`src/rtl/instruction_fetch_pkg.sv`:
```
// Shared definitions for the instruction fetch unit: state encoding,
// default instruction width, default halt opcode and program counter width.
package instruction_fetch_pkg;

    // Default instruction width in bits.
    localparam int IW_DEFAULT = 16;

    // Default opcode (top nibble of the instruction) that stops fetching.
    localparam logic [3:0] HALT_OP_DEFAULT = 4'hF;

    // Program counter / memory address width.
    localparam int PC_W = 8;

    // Fetch sequencer states.
    typedef enum logic [2:0] {
        S_IDLE = 3'd0,
        S_REQ  = 3'd1,
        S_WAIT = 3'd2,
        S_HOLD = 3'd3,
        S_HALT = 3'd4
    } fetch_state_e;

    // Where the sequencer goes once the current fetch is finished or dropped:
    // straight back to a new request if fetching is still enabled.
    function automatic fetch_state_e after_fetch(input logic run);
        return run ? S_REQ : S_IDLE;
    endfunction

endpackage : instruction_fetch_pkg

```
`src/rtl/instruction_fetch.sv`:
```
// Instruction fetch sequencer. Issues one single-cycle read per instruction at
// the PC supplied by the program counter, captures the returned word into the
// instruction register, strobes the PC increment, and holds the instruction
// until downstream acknowledges it. A PC load (flush) discards any in-flight
// read; consuming a HALT_OP instruction parks the unit until reset.
module instruction_fetch
    import instruction_fetch_pkg::*;
#(
    parameter int         IW      = IW_DEFAULT,
    parameter logic [3:0] HALT_OP = HALT_OP_DEFAULT
) (
    input  logic            clk,
    input  logic            CLB,
    input  logic            run,
    input  logic [PC_W-1:0] address,
    input  logic            flush,
    output logic            mem_req,
    output logic [PC_W-1:0] mem_addr,
    input  logic            mem_ready,
    input  logic [IW-1:0]   mem_rdata,
    output logic            IncPC,
    output logic [IW-1:0]   ir,
    output logic [3:0]      imm,
    output logic            ir_valid,
    input  logic            ir_ack,
    output logic            halted
);

    fetch_state_e state;

    // Set when the PC was reloaded while a read is outstanding; the data that
    // eventually comes back belongs to the old PC and must be thrown away.
    logic discard;

    // True in the WAIT cycle whose returned data is kept.
    logic take_data;

    // Request, address and increment strobe decoded from the current state.
    always_comb begin
        // NOTE: every signal gets a value before any condition so no latch is inferred.
        mem_req   = 1'b0;
        take_data = 1'b0;
        if (state == S_REQ) begin
            mem_req = 1'b1;
        end
        if (state == S_WAIT && mem_ready && !discard && !flush) begin
            take_data = 1'b1;
        end
        mem_addr = address;
        IncPC    = take_data;
        imm      = ir[3:0];
    end

    // Fetch sequencer with its registered instruction, valid, discard and halt flags.
    always_ff @(posedge clk or posedge CLB) begin
        if (CLB) begin
            state    <= S_IDLE;
            ir       <= '0;
            ir_valid <= 1'b0;
            discard  <= 1'b0;
            halted   <= 1'b0;
        end else begin
            // NOTE: non-blocking assignments so every register sees the pre-edge values.
            unique case (state)
                S_IDLE: begin
                    if (run) begin
                        state <= S_REQ;
                    end
                end

                S_REQ: begin
                    // Any mem_ready seen here is stale; only WAIT listens to memory.
                    if (flush) begin
                        discard <= 1'b1;
                    end
                    state <= S_WAIT;
                end

                S_WAIT: begin
                    if (mem_ready) begin
                        discard <= 1'b0;
                        if (take_data) begin
                            ir       <= mem_rdata;
                            ir_valid <= 1'b1;
                            state    <= S_HOLD;
                        end else begin
                            // Data belongs to a PC that has since been reloaded.
                            state <= after_fetch(run);
                        end
                    end else if (flush) begin
                        discard <= 1'b1;
                    end
                end

                S_HOLD: begin
                    if (flush) begin
                        // A PC load makes the held instruction obsolete, even a halt.
                        ir_valid <= 1'b0;
                        state    <= after_fetch(run);
                    end else if (ir_ack) begin
                        ir_valid <= 1'b0;
                        if (ir[IW-1 -: 4] == HALT_OP) begin
                            halted <= 1'b1;
                            state  <= S_HALT;
                        end else begin
                            state <= after_fetch(run);
                        end
                    end
                end

                S_HALT: begin
                    // Parked until reset.
                    state <= S_HALT;
                end

                default: begin
                    state <= S_IDLE;
                end
            endcase
        end
    end

endmodule : instruction_fetch

```
`config.mk`:
```
export PLATFORM = sky130hd
export DESIGN_NAME = instruction_fetch
export DESIGN_NICKNAME = d
export VERILOG_FILES = /design/src/rtl/instruction_fetch_pkg.sv /design/src/rtl/instruction_fetch.sv
export SDC_FILE = /design/constraint.sdc
export NUM_CORES = 1
export LEC_CHECK = 0
export ABC_AREA = 1
export CAP_MARGIN = 20
export CORE_UTILIZATION = 38
export CTS_CLUSTER_DIAMETER = 60
export DETAILED_ROUTE_END_ITERATION = 10
export GPL_ROUTABILITY_DRIVEN = 1
export PLACE_DENSITY = 0.8
export SYNTH_ARGS = -nofsm -noshare
export SYNTH_HDL_FRONTEND = slang
export SYNTH_SLANG_ARGS = --single-unit
```
`constraint.sdc`:
```
create_clock -name clk -period 1.6 [get_ports clk]
set_input_delay 0.16 -clock clk [delete_from_list [all_inputs] [get_ports clk]]
set_output_delay 0.16 -clock clk [all_outputs]
set_load 0.02 [all_outputs]
```
# Word-level counts from Yosys, hierarchy flattened
# Index checks and enable logic that the tools add are counted.
op_classes:
  n_mul: 0
  div_mod_pow: 0
  n_reduce_logical: 12
  n_shift: 0
  n_bitwise: 1
  n_addsub: 0
  order_cmp: 0
  n_eq_ne: 9
  n_mux: 18
op_table:
  columns: ["operator", "count"]
  rows:
  - ["two-way mux 3 bit", 5]
  - ["case mux 3 bit (5 select lines)", 1]
  - ["two-way mux 1 bit", 9]
  - ["AND reduction 4 bit", 2]
  - ["equality test 3 x 2 -> 1 bit, second input constant", 2]
  - ["inequality test 2 bit, second input constant", 3]
  - ["AND reduction 3 bit", 2]
  - ["equality test 4 bit, second input constant", 1]
  - ["case mux 1 bit (2 select lines)", 2]
  - ["nonzero test 2 bit", 2]
  - ["equality test 3 x 1 -> 1 bit, second input constant", 1]
  - ["equality test 3 bit, second input constant", 1]
  - ["logical AND 1 bit", 3]
  - ["logical NOT 3 bit", 1]
  - ["inequality test 3 bit, second input constant", 1]
  - ["logical NOT 1 bit", 2]
  - ["two-way mux 2 bit", 1]
  - ["NOT 1 bit", 1]
totals:
  mem_bits_rw: 0
  n_memories: 0
  in_bits: 30
  output_inout_bits: 32
  regBits: 22
  latchBits: 0
  romBits: 0

# Longest topological paths before layout
depth:
  word_depth: 8
  depth_mapped: 7

# Least setup slack after synthesis
# Ideal clock, no wire load.
synth_timing:
  path_type: "flip-flop to flip-flop"
  startpoint: "register discard"
  endpoint: "register ir[0]"
  synth_period_minus_slack_ps: 1158
  setup_slack_ps: 442
  path_stages_with_launch: 8
  setup_time_ps: 117
  arrival_ps: 1041
  required_time_ps: 1483
  path_cell_list: "dfrtp_1 nor2_2 nand2_2 nor2_8 inv_4 buf_6 nand2_1 nand2_1"
synth_between:
  elab_chain_len: 5
synth_lines:
  columns: ["item", "line", "source"]
  rows:
  - ["start, declared", "instruction_fetch.sv:33", "logic discard;"]
  - ["start signal, assigned", "instruction_fetch.sv:60", "discard <= 1'b0;"]
  - ["start signal, assigned", "instruction_fetch.sv:74", "discard <= 1'b1;"]
  - ["start signal, assigned", "instruction_fetch.sv:81", "discard <= 1'b0;"]
  - ["logical NOT 1 bit", "instruction_fetch.sv:46", "if (state == S_WAIT && mem_ready && !discard && !flush) begin"]
  - ["logical AND 1 bit (2 in a row)", "instruction_fetch.sv:46", null]
  - ["two-way mux 1 bit", "instruction_fetch.sv:46", null]
  - ["AND reduction 3 bit (no line)", null, null]
  - ["end signal, assigned", "instruction_fetch.sv:83", "ir <= mem_rdata;"]
  - ["end, declared", "instruction_fetch.sv:22", "output logic [IW-1:0] ir,"]
# No other way between the ends.
# A chain may end at the register's enable or synchronous reset.

# Worst setup path in the final report
layout_timing:
  startpoint: "register ir[1]"
  endpoint: "output port imm[1]"
layout_rtl:
  columns: ["item", "line", "source"]
  rows:
  - ["end, declared", "instruction_fetch.sv:23", "output logic [3:0] imm,"]
# No word-level cell between the ends.

==> results.cfg <==
[run_status]
outcome = completed

[global_routing]
first_global_vias = 947
grt_pass1_wl_um = 4071
grt_antenna_before_repair = 0
grt_max_degree = 23
grt_overflow_total = 0
grtUsageTotal_pct = 16.68

[critical_path]
critPathBufInv = 1
cp-start-kind = flop
endpoint_kind = primary output
critPathTopFamily = buffers and inverters
cp_slowest_stage_delay_ns = 0.63
startpoint = ir[1]
rr_startpoint = discard
critPathMaxFanout = 3
worstPathRequired_ns = 1.44
reg2reg_depth = 7
worstPathArrival_ns = 1.33
slowest_stage = clkdlybuf4s50_1
path_cells = clkdlybuf4s50_1
path_class = reg2out
cp.depth = 1

[yosys]
synth_cell_type_count = 20
ys_ff_latch = 22
syn_area_mm2 = 0.001097
synth_seq_area_share_pct = 50.17
syn_area_per_cell_um2 = 8.128
yosys.area.top_type = dfrtp_1
synth_edf_count = 0
ys.flop_type = dfrtp_1
async_flop_share_pct = 100.0
synth_nets = 165
syn_inst = 135
yosys-top-cells-count = 62 x nand2_1, 22 x dfrtp_1, 12 x buf_4, 12 x inv_1
synth_top_area_share_pct = 50.17
synthTopCellsByArea = dfrtp_1 50%, nand2_1 21%, buf_4 8.2%, inv_1 4.1%, nand3_1 2.3%
yosysMostFrequentCell = nand2_1
ys_warn_count = 0

[route]
dr.pass1.iters = 4
ant_nets = 0
vias = 949
postRouteWirelength_um = 2411
via_per_inst = 4.652
wl_per_cell_um = 11.82
drc = 0
drt_iter0_markers = 15

[die]
rows = 19
io_pins = 62
core_mm2 = 0.002734
die_height_um = 55.74
start_util_pct = 40.14
die-width_um = 55.74
dieArea_mm2 = 0.003106

[sta]
max_freq_mhz = 672.4
slew_viol_final = 0
skew_ns = 0.003665
holdWs_ns = 0.1677
fin_crit_sh_pct = 92.95
rsz0062_at_grt = no
max-slew-margin-rel_pct = 81.66
worstMarginPinSlew_ns = 0.2751
setup_viol = 0
totalNegativeSetupSlack_ns = 0
finalCriticalPeriod_ns = 1.487
finalHoldViolations = 0

[clock_network]
cts_sinks = 22
cts_buffers = 3
root_buffer = clkbuf_4
tritoncts = yes
post_cts.repair.setup_buffers = 0
clock_latency_ns = 0.31
ctsHoldBuffers = 0
cts_htree_levels = 1
postCtsResizedCells = 4
cts.clk_slew.worst_paths_ns = 0.12
cts.path.max_buffers = 2

[power]
leakage_nw = 0.7959
peakVddDrop_mv = 0.9371
p_per_area_mw_per_mm2 = 1747

[final_layout]
areaGrowthSynthToFinish_pct = 39.23
insertedDiodeCount = 0
fin_area_mm2 = 0.001528
drive_gt1_share_pct = 9.249
final_net_count = 204

[place]
place_hpwl_um = 1884
placement.cell_area_mm2 = 0.001496
place_congestion = 0.7706
io_buffers = 45

[flow_run]
maxCapViolCount = 0

[hold_path]
hp-class = in2async
layout make-up:
class	instances	area, µm²
fillers	244	1206
multi-input cells	84	375.4
clock buffers	4	36.28
repair buffers	48	467.9
inverters	15	58.81
well taps	31	38.79
flip-flops and latches	22	550.5
power by group:
part           switching (mW)  total (mW)  leakage (nW)  internal [mW]
Combinational           0.752        1.40         0.497          0.653
Clock                   0.166       0.304        0.0210          0.139
Sequential              0.169       0.959         0.278          0.790
state kept, by name, summed over array words and instances (netlist names):
name / count
ir: 16
state: 3
discard: 1
halted: 1
ir_valid: 1
cells by family after synthesis:
logic type	Yosys count	share of synthesized area [%]
AND/OR/NAND/NOR	80	31.81
flip-flops	22	50.17
buffers and inverters	29	15.62
AO/OA/AOI/OAI	4	2.395
worst paths after layout:
kind / to / slack [ns]
setup / recovery: imm[1] / 0.11
hold / removal: ir_valid / 0.17
setup reg to reg: ir[13] / 0.22
hold reg to reg: ir[10] / 0.49
max in group asynchronous: ir[12] / 1.21
min in group clk: mem_addr[2] / 0.32
cells in the final DEF, fill, tap and decap left out, types with 2 or more instances in the layout:
cell and n:
nand2_1 62, nor3_1 2, inv_2 2, clkbuf_4 3
buf_4 3, nor2_1 5, nand3_1 5, dfrtp_1 22
clkdlybuf4s50_1 43, inv_1 12
through the flow:
| stage | util (%) | setup WS (ns) | std cells | power [mW] |
|---|---|---|---|---|
| after floorplan | - | 0.4420 | 135 | 1.806 |
| after global routing | 55.88 | 0.02611 | 204 | 2.859 |
| after global placement | 54.74 | -0.1244 | 200 | 2.350 |
| after detailed placement | 54.74 | -0.1295 | 200 | 2.404 |
| final | 55.88 | 0.1128 | 204 | 2.669 |
| after CTS | 56.06 | 0.03738 | 204 | 2.705 |
routing by layer:
metal,GRT usage [%],vias to the layer above,part of all wire (%)
met1,19.67,447,40
met3,2.093,4,4.8
li1,-,471,-
met4,9.286,0,1.6
met5,0,-,0
met2,29.26,27,53
No activity file was read; power rests on OpenSTA's default activity.
